===== src/rtl/hazard_ctrl_if.sv =====
`default_nettype none
// ============================================================================
// Module   : hazard_ctrl_if
// Purpose  : Decode-side request and hazard/forwarding response bundle.
// Revision : 1.0
// ============================================================================
interface hazard_ctrl_if #(
    parameter int REG_AW = 5,
    parameter int T_W    = 2
);
    logic [REG_AW-1:0] d_rs;
    logic [REG_AW-1:0] d_rt;
    logic [REG_AW-1:0] d_rd;
    logic [1:0]        d_dst_sel;
    logic [T_W-1:0]    d_tnew;
    logic [T_W-1:0]    d_tuse_rs;
    logic [T_W-1:0]    d_tuse_rt;
    logic              stall;
    logic [1:0]        fwd_d_rs;
    logic [1:0]        fwd_d_rt;
    logic [1:0]        fwd_e_rs;
    logic [1:0]        fwd_e_rt;
    logic              fwd_m_rt;
    logic [REG_AW-1:0] w_dst;
    logic              w_we;

    modport master (
        output d_rs, d_rt, d_rd, d_dst_sel, d_tnew, d_tuse_rs, d_tuse_rt,
        input  stall, fwd_d_rs, fwd_d_rt, fwd_e_rs, fwd_e_rt, fwd_m_rt, w_dst, w_we
    );

    modport slave (
        input  d_rs, d_rt, d_rd, d_dst_sel, d_tnew, d_tuse_rs, d_tuse_rt,
        output stall, fwd_d_rs, fwd_d_rt, fwd_e_rs, fwd_e_rt, fwd_m_rt, w_dst, w_we
    );
endinterface
`default_nettype wire


===== src/rtl/hazard_ctrl.sv =====
`default_nettype none
// ============================================================================
// Module   : hazard_ctrl
// Purpose  : Tnew/Tuse stall generation and operand forwarding for F/D/E/M/W.
// Revision : 1.0
// ============================================================================
module hazard_ctrl #(
    parameter int REG_AW = 5,
    parameter int T_W    = 2
) (
    input  wire logic clk,
    input  wire logic reset,
    hazard_ctrl_if.slave hz
);
    localparam logic [1:0]        c_SEL_RT    = 2'b00;
    localparam logic [1:0]        c_SEL_RD    = 2'b01;
    localparam logic [1:0]        c_SEL_LINK  = 2'b10;
    localparam logic [T_W-1:0]    c_TUSE_NONE = {T_W{1'b1}};
    localparam logic [REG_AW-1:0] c_LINK_REG  = {REG_AW{1'b1}};

    logic [REG_AW-1:0] e_rs_q, e_rt_q, e_dst_q;
    logic [T_W-1:0]    e_tnew_q;
    logic [REG_AW-1:0] m_rt_q, m_dst_q;
    logic [T_W-1:0]    m_tnew_q;
    logic [REG_AW-1:0] w_dst_q;

    logic [REG_AW-1:0] e_rs_d, e_rt_d, e_dst_d;
    logic [T_W-1:0]    e_tnew_d;
    logic [T_W-1:0]    m_tnew_d;
    logic [REG_AW-1:0] dst_dec;
    logic              stall_rs, stall_rt, stall;

    function automatic logic op_stall(
        input logic [REG_AW-1:0] r,
        input logic [T_W-1:0]    tuse,
        input logic [REG_AW-1:0] e_dst,
        input logic [T_W-1:0]    e_tnew,
        input logic [REG_AW-1:0] m_dst,
        input logic [T_W-1:0]    m_tnew
    );
        op_stall = (r != '0) && (tuse != c_TUSE_NONE) &&
                   (((e_dst == r) && (e_tnew > tuse)) ||
                    ((m_dst == r) && (m_tnew > tuse)));
    endfunction

    // Nearer producer is tested first so the youngest matching result wins.
    function automatic logic [1:0] fwd_sel(
        input logic [REG_AW-1:0] r,
        input logic [REG_AW-1:0] near_dst,
        input logic              near_ready,
        input logic [REG_AW-1:0] far_dst,
        input logic              far_ready
    );
        fwd_sel = 2'b00;
        if (r != '0) begin
            if ((near_dst == r) && near_ready) begin
                fwd_sel = 2'b01;
            end else if ((far_dst == r) && far_ready) begin
                fwd_sel = 2'b10;
            end
        end
    endfunction

    always_comb begin
        dst_dec = '0;
        case (hz.d_dst_sel)
            c_SEL_RT:   dst_dec = hz.d_rt;
            c_SEL_RD:   dst_dec = hz.d_rd;
            c_SEL_LINK: dst_dec = c_LINK_REG;
            default:    dst_dec = '0;
        endcase
    end

    always_comb begin
        stall_rs = op_stall(hz.d_rs, hz.d_tuse_rs, e_dst_q, e_tnew_q, m_dst_q, m_tnew_q);
        stall_rt = op_stall(hz.d_rt, hz.d_tuse_rt, e_dst_q, e_tnew_q, m_dst_q, m_tnew_q);
        stall    = stall_rs | stall_rt;
    end

    always_comb begin
        e_rs_d   = '0;
        e_rt_d   = '0;
        e_dst_d  = '0;
        e_tnew_d = '0;
        if (!stall) begin
            e_rs_d   = hz.d_rs;
            e_rt_d   = hz.d_rt;
            e_dst_d  = dst_dec;
            e_tnew_d = hz.d_tnew;
        end
        m_tnew_d = (e_tnew_q == '0) ? '0 : e_tnew_q - T_W'(1);
    end

    always_ff @(posedge clk or negedge reset) begin
        if (!reset) begin
            e_rs_q   <= '0;
            e_rt_q   <= '0;
            e_dst_q  <= '0;
            e_tnew_q <= '0;
            m_rt_q   <= '0;
            m_dst_q  <= '0;
            m_tnew_q <= '0;
            w_dst_q  <= '0;
        end else begin
            e_rs_q   <= e_rs_d;
            e_rt_q   <= e_rt_d;
            e_dst_q  <= e_dst_d;
            e_tnew_q <= e_tnew_d;
            m_rt_q   <= e_rt_q;
            m_dst_q  <= e_dst_q;
            m_tnew_q <= m_tnew_d;
            w_dst_q  <= m_dst_q;
        end
    end

    // W results are always complete, so the W producer is unconditionally ready.
    assign hz.stall    = stall;
    assign hz.fwd_d_rs = fwd_sel(hz.d_rs, e_dst_q, (e_tnew_q == '0), m_dst_q, (m_tnew_q == '0));
    assign hz.fwd_d_rt = fwd_sel(hz.d_rt, e_dst_q, (e_tnew_q == '0), m_dst_q, (m_tnew_q == '0));
    assign hz.fwd_e_rs = fwd_sel(e_rs_q, m_dst_q, (m_tnew_q == '0), w_dst_q, 1'b1);
    assign hz.fwd_e_rt = fwd_sel(e_rt_q, m_dst_q, (m_tnew_q == '0), w_dst_q, 1'b1);
    assign hz.fwd_m_rt = (m_rt_q != '0) && (w_dst_q == m_rt_q);
    assign hz.w_dst    = w_dst_q;
    assign hz.w_we     = (w_dst_q != '0);
endmodule
`default_nettype wire


===== src/flat_wrapper.sv =====
// flat-port wrapper written by rule: the top's interface ports become plain ports
module hazard_ctrl_flat 
#(
    parameter int REG_AW = 5,
    parameter int T_W    = 2
)
  (clk, reset, hz_d_rs, hz_d_rt, hz_d_rd, hz_d_dst_sel, hz_d_tnew, hz_d_tuse_rs, hz_d_tuse_rt, hz_stall, hz_fwd_d_rs, hz_fwd_d_rt, hz_fwd_e_rs, hz_fwd_e_rt, hz_fwd_m_rt, hz_w_dst, hz_w_we);
  hazard_ctrl_if #(.REG_AW(REG_AW), .T_W(T_W)) hz_i ();
  input  wire logic clk;
  input  wire logic reset;
  input wire logic [$bits(hz_i.d_rs)-1:0] hz_d_rs;
  input wire logic [$bits(hz_i.d_rt)-1:0] hz_d_rt;
  input wire logic [$bits(hz_i.d_rd)-1:0] hz_d_rd;
  input wire logic [$bits(hz_i.d_dst_sel)-1:0] hz_d_dst_sel;
  input wire logic [$bits(hz_i.d_tnew)-1:0] hz_d_tnew;
  input wire logic [$bits(hz_i.d_tuse_rs)-1:0] hz_d_tuse_rs;
  input wire logic [$bits(hz_i.d_tuse_rt)-1:0] hz_d_tuse_rt;
  output wire logic [$bits(hz_i.stall)-1:0] hz_stall;
  output wire logic [$bits(hz_i.fwd_d_rs)-1:0] hz_fwd_d_rs;
  output wire logic [$bits(hz_i.fwd_d_rt)-1:0] hz_fwd_d_rt;
  output wire logic [$bits(hz_i.fwd_e_rs)-1:0] hz_fwd_e_rs;
  output wire logic [$bits(hz_i.fwd_e_rt)-1:0] hz_fwd_e_rt;
  output wire logic [$bits(hz_i.fwd_m_rt)-1:0] hz_fwd_m_rt;
  output wire logic [$bits(hz_i.w_dst)-1:0] hz_w_dst;
  output wire logic [$bits(hz_i.w_we)-1:0] hz_w_we;
  assign hz_i.d_rs = hz_d_rs;
  assign hz_i.d_rt = hz_d_rt;
  assign hz_i.d_rd = hz_d_rd;
  assign hz_i.d_dst_sel = hz_d_dst_sel;
  assign hz_i.d_tnew = hz_d_tnew;
  assign hz_i.d_tuse_rs = hz_d_tuse_rs;
  assign hz_i.d_tuse_rt = hz_d_tuse_rt;
  assign hz_stall = hz_i.stall;
  assign hz_fwd_d_rs = hz_i.fwd_d_rs;
  assign hz_fwd_d_rt = hz_i.fwd_d_rt;
  assign hz_fwd_e_rs = hz_i.fwd_e_rs;
  assign hz_fwd_e_rt = hz_i.fwd_e_rt;
  assign hz_fwd_m_rt = hz_i.fwd_m_rt;
  assign hz_w_dst = hz_i.w_dst;
  assign hz_w_we = hz_i.w_we;
  hazard_ctrl #(.REG_AW(REG_AW), .T_W(T_W)) u_core (.clk(clk), .reset(reset), .hz(hz_i));
endmodule

===== config.mk =====
export PLATFORM = sky130hd
export DESIGN_NAME = hazard_ctrl_flat
export DESIGN_NICKNAME = d
export VERILOG_FILES = /design/src/rtl/hazard_ctrl_if.sv /design/src/rtl/hazard_ctrl.sv /design/src/flat_wrapper.sv
export SDC_FILE = /design/constraint.sdc
export NUM_CORES = 1
export LEC_CHECK = 0
export ABC_AREA = 1
export CORE_UTILIZATION = 45
export DETAILED_ROUTE_END_ITERATION = 8
export PLACE_DENSITY = 0.74
export SLEW_MARGIN = 20
export SYNTH_ARGS = -nofsm -noshare
export SYNTH_HDL_FRONTEND = slang
export SYNTH_SLANG_ARGS = --single-unit

===== constraint.sdc =====
create_clock -name clk -period 1.5 [get_ports clk]
set_input_delay 0.225 -clock clk [delete_from_list [all_inputs] [get_ports clk]]
set_output_delay 0.225 -clock clk [all_outputs]
set_load 0.05 [all_outputs]

---- After elaboration in Yosys (flattened, before gate mapping) ----
Cells that the tools add are included.
word-level totals
  input bits .............................. 25
  register bits after elaboration ......... 34
  output and inout bits ................... 16
  logic and storage cells ................. 71
cells by class
  magnitude comparators ................... 4
  equal/unequal tests ..................... 13
  reduce and logical (&&, ||, !) cells .... 26
  muxes and demuxes ....................... 18
  bitwise gates (word level) .............. 1
  add/subtract/negate cells ............... 1
operators with widths
  kind                   number
  $eq A5 B5 Y1           9
  $reduce_bool A5 Y1     6
  $mux W2                14
  $logic_and A1 B1 Y1    15
  $mux W5                3
  $pmux W5 S3            1
  $gt A2 B2 Y1           4
  $logic_not A2 Y1       3
  $ne A2 B2 Y1 const B   2
  $eq A2 B1 Y1 const B   1
  $eq A2 B2 Y1 const B   1
  $logic_or A1 B1 Y1     2
  $sub A2 B1 Y2 const B  1
  $or A1 B1 Y1           1

---- Depth between registers and ports, before layout ----
Gate-level depths: netlist of the first run.
  depth after elaboration ................. 6
  depth in mapped cells ................... 11
  mapped depth without buffers ............ 10

---- Least setup slack after synthesis of the first run ----
Ideal clock, no wire load.
  path kind ............................... register to output
  start point ............................. reg u_core.w_dst_q[0], in the netlist u_core.hz.w_dst[0]
  end point ............................... out hz_fwd_m_rt
  path buffers ............................ 0
  data arrival time ....................... 2.498 ns
  slack ................................... -1.223 ns
  stages on the path, launching flop included .. 4
  required time ........................... 1.275 ns
  cells stage by stage .................... dfrtp_1 -> xnor2_1 -> o21ai_0 -> nor4_1
between the ends
  cells in the longest elaborated chain, start to end .. 2
ends and longest elaborated chain
  what                      RTL line            text
  start: declaration        hazard_ctrl.sv:25   logic [REG_AW-1:0] w_dst_q;
  start signal: assignment  hazard_ctrl.sv:112  w_dst_q <= m_dst_q;
  $eq A5 B5 Y1              hazard_ctrl.sv:122  assign hz.fwd_m_rt = (m_rt_q != '0) && (w_dst_q == m_rt_q);
  $logic_and A1 B1 Y1       hazard_ctrl.sv:122
  end: declaration          flat_wrapper.sv:23  output wire logic [$bits(hz_i.fwd_m_rt)-1:0] hz_fwd_m_rt;
Every way passes these cells.

---- Worst setup path in the final report of the first run ----
  start point ............................. reg u_core.m_tnew_q[1]
  end point ............................... out hz_fwd_e_rs[0]
between the ends
  cells in the longest elaborated chain, start to end .. 4
ends and longest elaborated chain
  what                      RTL line            text
  start: declaration        hazard_ctrl.sv:24   logic [T_W-1:0] m_tnew_q;
  start signal: assignment  hazard_ctrl.sv:111  m_tnew_q <= m_tnew_d;
  $logic_not A2 Y1          hazard_ctrl.sv:120  assign hz.fwd_e_rs = fwd_sel(e_rs_q, m_dst_q, (m_tnew_q == '0), w_dst_q, 1'b1);
  $logic_and A1 B1 Y1       hazard_ctrl.sv:56   if ((near_dst == r) && near_ready) begin
  $mux W2                   hazard_ctrl.sv:56
  $mux W2                   hazard_ctrl.sv:55   if (r != '0) begin
  end: declaration          flat_wrapper.sv:21  output wire logic [$bits(hz_i.fwd_e_rs)-1:0] hz_fwd_e_rs;
Every way passes these cells.

==> metrics.csv, run 1 <==
stage,metric,value,unit
final_layout,Multi-input gate area,1470,sq um
critical_path,crit-path max cell delay,0.47,ns
final_layout,diode count,0,
outcome,failing checks,"design-rule violations, negative setup slack",
global_routing,met1 Use GR,32.3,%
timing,final hold violation count,0,
drt,DRT antenna net count,0,
timing,Max Fclk,501,MHz
synthesis,Mapped Avg Cell Area,7.58,sq um
final_layout,Final nets,405,
final_layout,final core occ,82.1,%
drt,DR pass1 iterations,6,
clock_tree,CTS tree,done,
die,die area,4980,sq um
flow_run,Max Cap Viol,0,
timing,clk_skew,0.00780,ns
timing,unrepaired setup endpoints after global routing,true,
timing,Worst Max-Slew Pin Slew,0.360,ns
global_routing,GRT Util Overall,28.6,%
global_routing,antenna violations before repair,0,
global_routing,GRT Residual Overflow,0,
synthesis,number of synthesized register bits,34,
critical_path,CP max FO,3,
critical_path,Worst Path Buf+Inv,2,
synthesis,Cell variety after synth,24,
final_layout,P&R area growth vs syn,72.5,%
placed_design,DPL Wire Length,3990,microns
synthesis,post-synthesis sequential area ratio,40.2,%
drt,Post-route DRC,6,
critical_path,CP max-delay cell,dfrtp_2,
critical_path,worst-path cell chain,or2_4 -> inv_4 -> o21ai_2 -> a21oi_2 -> nand2_2 -> nor3_4 -> buf_12,
drt,Routed WL,6680,microns
synthesis,asr flop ratio synth,100,%
clock_tree,Num CTS Buffers,5,
placed_design,placed cells,406,
synthesis,prevailing post-synth register cell,dfrtp_1,
final_layout,final cell count without fillers,425,
die,cell row count,24,
die,Die Y,70.6,microns
global_routing,met3 Resource Use GR,5.13,%
drt,routed vias,2204,
clock_tree,clock-pin slew on the worst setup and hold paths,0.08,ns
clock_tree,CTS root buf,clkbuf_8,
timing,Slew Limit Fails,0,
synthesis,Synth Instances,279,
synthesis,Yosys top cell area share,40.2,%
global_routing,met2 GRT Util,52.8,%
critical_path,CP required,1.27,ns
synthesis,most frequent cells after synthesis,"nand2_1 (77), inv_1 (40), dfrtp_1 (34), nor2_1 (26), xnor2_1 (17)",
synthesis,Post-Syn Area,2120,sq um
placed_design,global placement routability congestion,0.815,
synthesis,Synth Net Count,312,
global_routing,vias in the first global route,2308,
clock_tree,CTS max path bufs,2,
clock_tree,worst-skew pair later-pin latency,0.30,ns
timing,fin crit period,2.00,ns
critical_path,Critical Path Source Type,flop,
outcome,status,finished with violations,
timing,Final setup viols,27,
timing,final worst slack,-0.495,ns
final_layout,sequential cell area,867,sq um
final_layout,layout cell share with drive strength beyond 1,47.2,%
critical_path,CP Capture Type,output pin,
global_routing,largest net degree at the start of global routing,35,
power_and_ir_drop,Worst VDD drop,0.000602,V
global_routing,gr busiest metal,met2,
placed_design,Port Buffers,40,
drt,drt wl/cell,15.7,microns
global_routing,first-pass GRT wire length,10800,microns
clock_tree,CTS H-tree depth,2,
clock_tree,Sink Count,34,
synthesis,"EDFF count, synth",0,
die,Core Region,4440,sq um
synthesis,Synth Warn #,0,
final_layout,# fillers,263,
timing,max_slew headroom,75.7,%
min_path,worst min path class,in -> async,
timing,final worst path period share,133,%
die,I/O Pins,41,
synthesis,dominant cell by count in the synthesized netlist,nand2_1,
die,initial cell density of the core,47.6,%
die,Die W,70.6,microns
drt,Vias/cell,5.19,
power_and_ir_drop,Leak,1.69,nW
critical_path,WS Path Type,reg -> out,
critical_path,CP top delay family,simple AND/OR/NAND/NOR gates,
power_and_ir_drop,power density cells,863,nW/um^2
critical_path,Critical Path AT,1.77,ns
drt,Iter 0 DRT Violations,109,
synthesis,"area leader, netlist",dfrtp_1,
synthesis,dominant cells by area after synthesis,"dfrtp_1 (40%), nand2_1 (14%), inv_1 (7.1%)",
==> path summary, 6_finish.rpt <==
kind,start,end,slack (ns),depth (start not counted)
min,reset,u_core.hz.w_dst[3]$_DFF_PN0_,0.31,2
max reg2reg,u_core.e_tnew_q[1]$_DFF_PN0_,u_core.e_dst_q[0]$_DFF_PN0_,-0.24,10
min reg2reg,u_core.m_dst_q[2]$_DFF_PN0_,u_core.hz.w_dst[2]$_DFF_PN0_,0.45,0
max,u_core.m_tnew_q[1]$_DFF_PN0_,hz_fwd_e_rs[0],-0.50,7
min in group clk,hz_d_rs[3],u_core.e_rs_q[3]$_DFF_PN0_,0.37,3
max in group asynchronous,reset,u_core.m_dst_q[0]$_DFF_PN0_,0.99,2
==> cell usage in the layout (no fill, tap or decap), types with 2 or more instances in the layout <==
cell type        synthesis  final
a21boi_2                 0      3
a21oi_2                  1      4
and2_4                   0      2
buf_12                   1     18
buf_4                    0     36
buf_6                    0      6
buf_8                    0      2
clkbuf_8                 0      6
clkdlybuf4s50_1          0     12
dfrtp_1                 34     21
dfrtp_2                  0     13
dlygate4sd2_1            0     11
ha_1                     8      3
ha_4                     0      5
inv_1                   40     27
inv_2                    4     16
nand2_1                 77     67
nand2_2                  2     12
nand3_1                  8      4
nand3_2                  0      4
nand4_1                  8      8
nor2_1                  26      9
nor2_2                  10     10
nor2_4                   0     17
nor3_1                   9      4
nor3_4                   0      4
o21ai_0                  9      5
o21ai_1                  0      2
o21ai_2                  0      2
or2_2                    3      2
xnor2_1                 17     15
xnor2_2                  0      2
xor2_1                   7      6
==> through the flow <==
step                TNS [ns]  total power, mW  setup WS (ns)  hold slack (ns)  instance area [sq um]
floorplan              -1.43             1.67         -0.216          -0.0706                   2230
global placement      -10.77             2.09         -0.509            0.417                   3100
detailed placement    -12.31             2.12         -0.580            0.418                   3100
CTS                    -8.88             2.99         -0.463            0.327                   3510
global route           -9.10             3.29         -0.575            0.323                   3650
finish                 -7.44             3.15         -0.495            0.315                   3650
==> worst register-to-register path: cells and delay by family (launching register included) <==
family	cells	cell delay, ns
DFF	1	0.46
AOI/OAI and AO/OA	1	0.14
buffers and inverters	2	0.29
adders and majority gates	1	0.30
and+or+nand+nor	6	0.45
==> cells by family (layout without fill, tap and decap cells) <==
| logic type | Yosys count | in the layout | synth area share (%) |
|---|---|---|---|
| AOI/OAI and AO/OA | 17 | 17 | 4.55 |
| xor gates and xnor gates | 24 | 24 | 9.93 |
| adders and majority gates | 8 | 8 | 4.73 |
| buffers and inverters | 45 | 139 | 8.75 |
| DFF | 34 | 34 | 40.2 |
| and+or+nand+nor | 151 | 151 | 31.8 |
==> what timing repair did <==
action	4_1_cts	5_1_grt
gates cloned	2	0
setup endpoints to repair	28	28
hold buffers	0	0
setup buffers	9	4
gates resized for setup	70	46
pin swaps	36	24
endpoints found under the hold margin	0	0
==> layout make-up <==
class                      instances  area share, %
clock buffer                       7           2.37
sequential                        34           23.8
tap                               52           1.78
timing repair buffer              87           27.0
inverter                          44           4.59
clock inverter                     1          0.137
multi-input combinational        200           40.4
==> layer usage <==
layer,wire [microns],up-vias,share of wire (%)
met2,3710,76,55
met3,287,18,4.3
met1,2520,1056,38
li1,-,1054,-
met5,0,-,0
met4,164,0,2.5
==> report_power, final <==
group	internal (mW)	switching (mW)	leakage (nW)	total, mW
logic	0.608	0.643	1.26	1.25
registers	1.02	0.144	0.386	1.16
clock network	0.371	0.367	0.0482	0.738
==> flip-flops by register name, summed over array words and instances (netlist names) <==
| signal | cells |
|---|---|
| u_core.e_dst_q | 5 |
| u_core.e_rs_q | 5 |
| u_core.e_rt_q | 5 |
| u_core.e_tnew_q | 2 |
| u_core.hz.w_dst | 5 |
| u_core.m_dst_q | 5 |
| u_core.m_rt_q | 5 |
| u_core.m_tnew_q | 2 |
Note: power is estimated with default switching activity, not from simulation.
==> inputs of run 2 (changes only) <==
- CTS_CLUSTER_DIAMETER: unset -> 80
- SKIP_LAST_GASP: unset -> 1
==> metrics.csv, run 2 (synthesis results as in run 1) <==
stage,metric,value,unit
outcome,status,finished with violations,
outcome,failing checks,"design-rule violations, negative setup slack",
placed_design,DP Area,3100,sq um
global_routing,first-pass GRT wire length,10800,microns
final_layout,diode count,0,
power_and_ir_drop,power density cells,862,nW/um^2
critical_path,CP max FO,3,
critical_path,Critical Path Source Type,flop,
power_and_ir_drop,Leak,1.69,nW
clock_tree,CTS H-tree depth,2,
placed_design,global placement routability congestion,0.815,
global_routing,largest net degree at the start of global routing,35,
timing,clk_skew,0.00593,ns
final_layout,P&R area growth vs syn,71.8,%
placed_design,dpl ws,-0.580,ns
die,Die Y,70.6,microns
timing,unrepaired setup endpoints after global routing,true,
critical_path,r2r setup slk,-0.23,ns
timing,Worst Max-Slew Pin Slew,0.354,ns
clock_tree,clock-pin slew on the worst setup and hold paths,0.07,ns
timing,Slew Limit Fails,0,
global_routing,vias in the first global route,2299,
critical_path,CP required,1.27,ns
die,I/O Pins,41,
final_layout,"commonest non-fill, non-tap cells in the layout","nand2_1 (67), buf_4 (37), inv_1 (27)",
placed_design,DPL Wire Length,3990,microns
flow_run,Max Cap Viol,0,
die,die area,4980,sq um
critical_path,Worst Setup EP,hz_fwd_e_rs[0],
clock_tree,worst-skew pair later-pin latency,0.30,ns
drt,Routed WL,6580,microns
die,Die W,70.6,microns
clock_tree,Num CTS Buffers,5,
drt,Post-route DRC,6,
clock_tree,CTS tree,done,
drt,routed vias,2220,
die,Core Region,4440,sq um
timing,fin crit period,2.00,ns
critical_path,WS Path Type,reg -> out,
global_routing,GRT Residual Overflow,0,
final_layout,cell area after layout,3630,sq um
final_layout,Final nets,405,
timing,Fin Hold WS,0.311,ns
timing,max_slew headroom,76.1,%
timing,final worst slack,-0.495,ns
clock_tree,CTS root buf,clkbuf_8,
timing,Max Fclk,501,MHz
drt,Iter 0 DRT Violations,111,
critical_path,Worst R2R Start,u_core.e_tnew_q[1]$_DFF_PN0_,
power_and_ir_drop,total power,3.13,mW
drt,DRT antenna net count,0,
timing,final worst path period share,133,%
global_routing,antenna violations before repair,0,
final_layout,final core occ,81.8,%
drt,DR pass1 iterations,6,
critical_path,crit path launch,u_core.m_tnew_q[1]$_DFF_PN0_,
timing,final hold violation count,0,
power_and_ir_drop,Worst VDD drop,0.000600,V
clock_tree,Sink Count,34,
placed_design,Port Buffers,40,
critical_path,CP Capture Type,output pin,
clock_tree,CTS max path bufs,2,
critical_path,reg-to-reg endpoint,u_core.e_dst_q[0]$_DFF_PN0_,
min_path,worst min path class,in -> async,
final_layout,layout cell share with drive strength beyond 1,46.9,%
critical_path,Reg2Reg Depth,10,
global_routing,GRT Util Overall,28.5,%
drt,drt wl/cell,15.5,microns
die,cell row count,24,
timing,Final setup viols,27,
critical_path,Critical Path AT,1.77,ns
clock_tree,# hold bufs at CTS,0,
final_layout,"commonest non-fill, non-tap cell in the layout",nand2_1,
drt,Vias/cell,5.22,
die,initial cell density of the core,47.6,%
[run 2: cell counts in the layout (fill, tap and decap cells not counted)]
Identical to the previous run, type by type.
[run 2: area by class of cell]
type	instances	area, sq um
clock buffers	7	86.3
clock inverters	1	5.00
fillers	271	810
inverters	44	168
multi-input cells	200	1470
flip-flops and latches	34	867
well taps	52	65.1
repair buffers	87	977
[run 2: routing by layer]
| metal | wire length, microns | GRT usage (%) | vias up |
|---|---|---|---|
| li1 | - | - | 1054 |
| met1 | 2380 | 32.3 | 1062 |
| met2 | 3720 | 52.5 | 86 |
| met3 | 312 | 5.13 | 18 |
| met4 | 172 | 12.7 | 0 |
| met5 | 0 | 0 | - |
[run 2: per-stage QoR]
step	TNS, ns	std cells
2_1_floorplan	-1.43	279
3_3_place_gp	-10.77	406
3_5_place_dp	-12.31	406
4_1_cts	-8.91	425
5_1_grt	-9.15	425
6_report	-7.15	425
[run 2: what timing repair did]
action,CTS,global route
cloned,2,0
resized for setup,69,44
pin swaps,36,24
setup buffers,9,4
endpoints found under the setup margin,28,28
[run 2: power breakdown]
part | leakage (nW) | internal, mW | switching (mW)
Sequential | 0.386 | 1.02 | 0.141
Combinational | 1.25 | 0.603 | 0.639
Clock | 0.0482 | 0.371 | 0.363
Total | 1.69 | 1.99 | 1.14
[run 2: worst min-delay path by stage]
stage / slack [ns] / end / start
4_1_cts: 0.33 / u_core.hz.w_dst[3]$_DFF_PN0_ / reset
3_3_place_gp: 0.42 / u_core.m_dst_q[1]$_DFF_PN0_ / u_core.e_dst_q[1]$_DFF_PN0_
3_5_place_dp: 0.42 / u_core.m_dst_q[1]$_DFF_PN0_ / u_core.e_dst_q[1]$_DFF_PN0_
2_1_floorplan: -0.07 / u_core.e_dst_q[0]$_DFF_PN0_ / reset
5_1_grt: 0.32 / u_core.hz.w_dst[3]$_DFF_PN0_ / reset
6_report: 0.31 / u_core.hz.w_dst[3]$_DFF_PN0_ / reset
[run 2: critical path: stages (launching register included)]
cell and delay [ns]:
dfrtp_2 0.47, or2_4 0.27, inv_4 0.06, o21ai_2 0.05, a21oi_2 0.13, nand2_2 0.11
nor3_4 0.22, buf_12 0.16
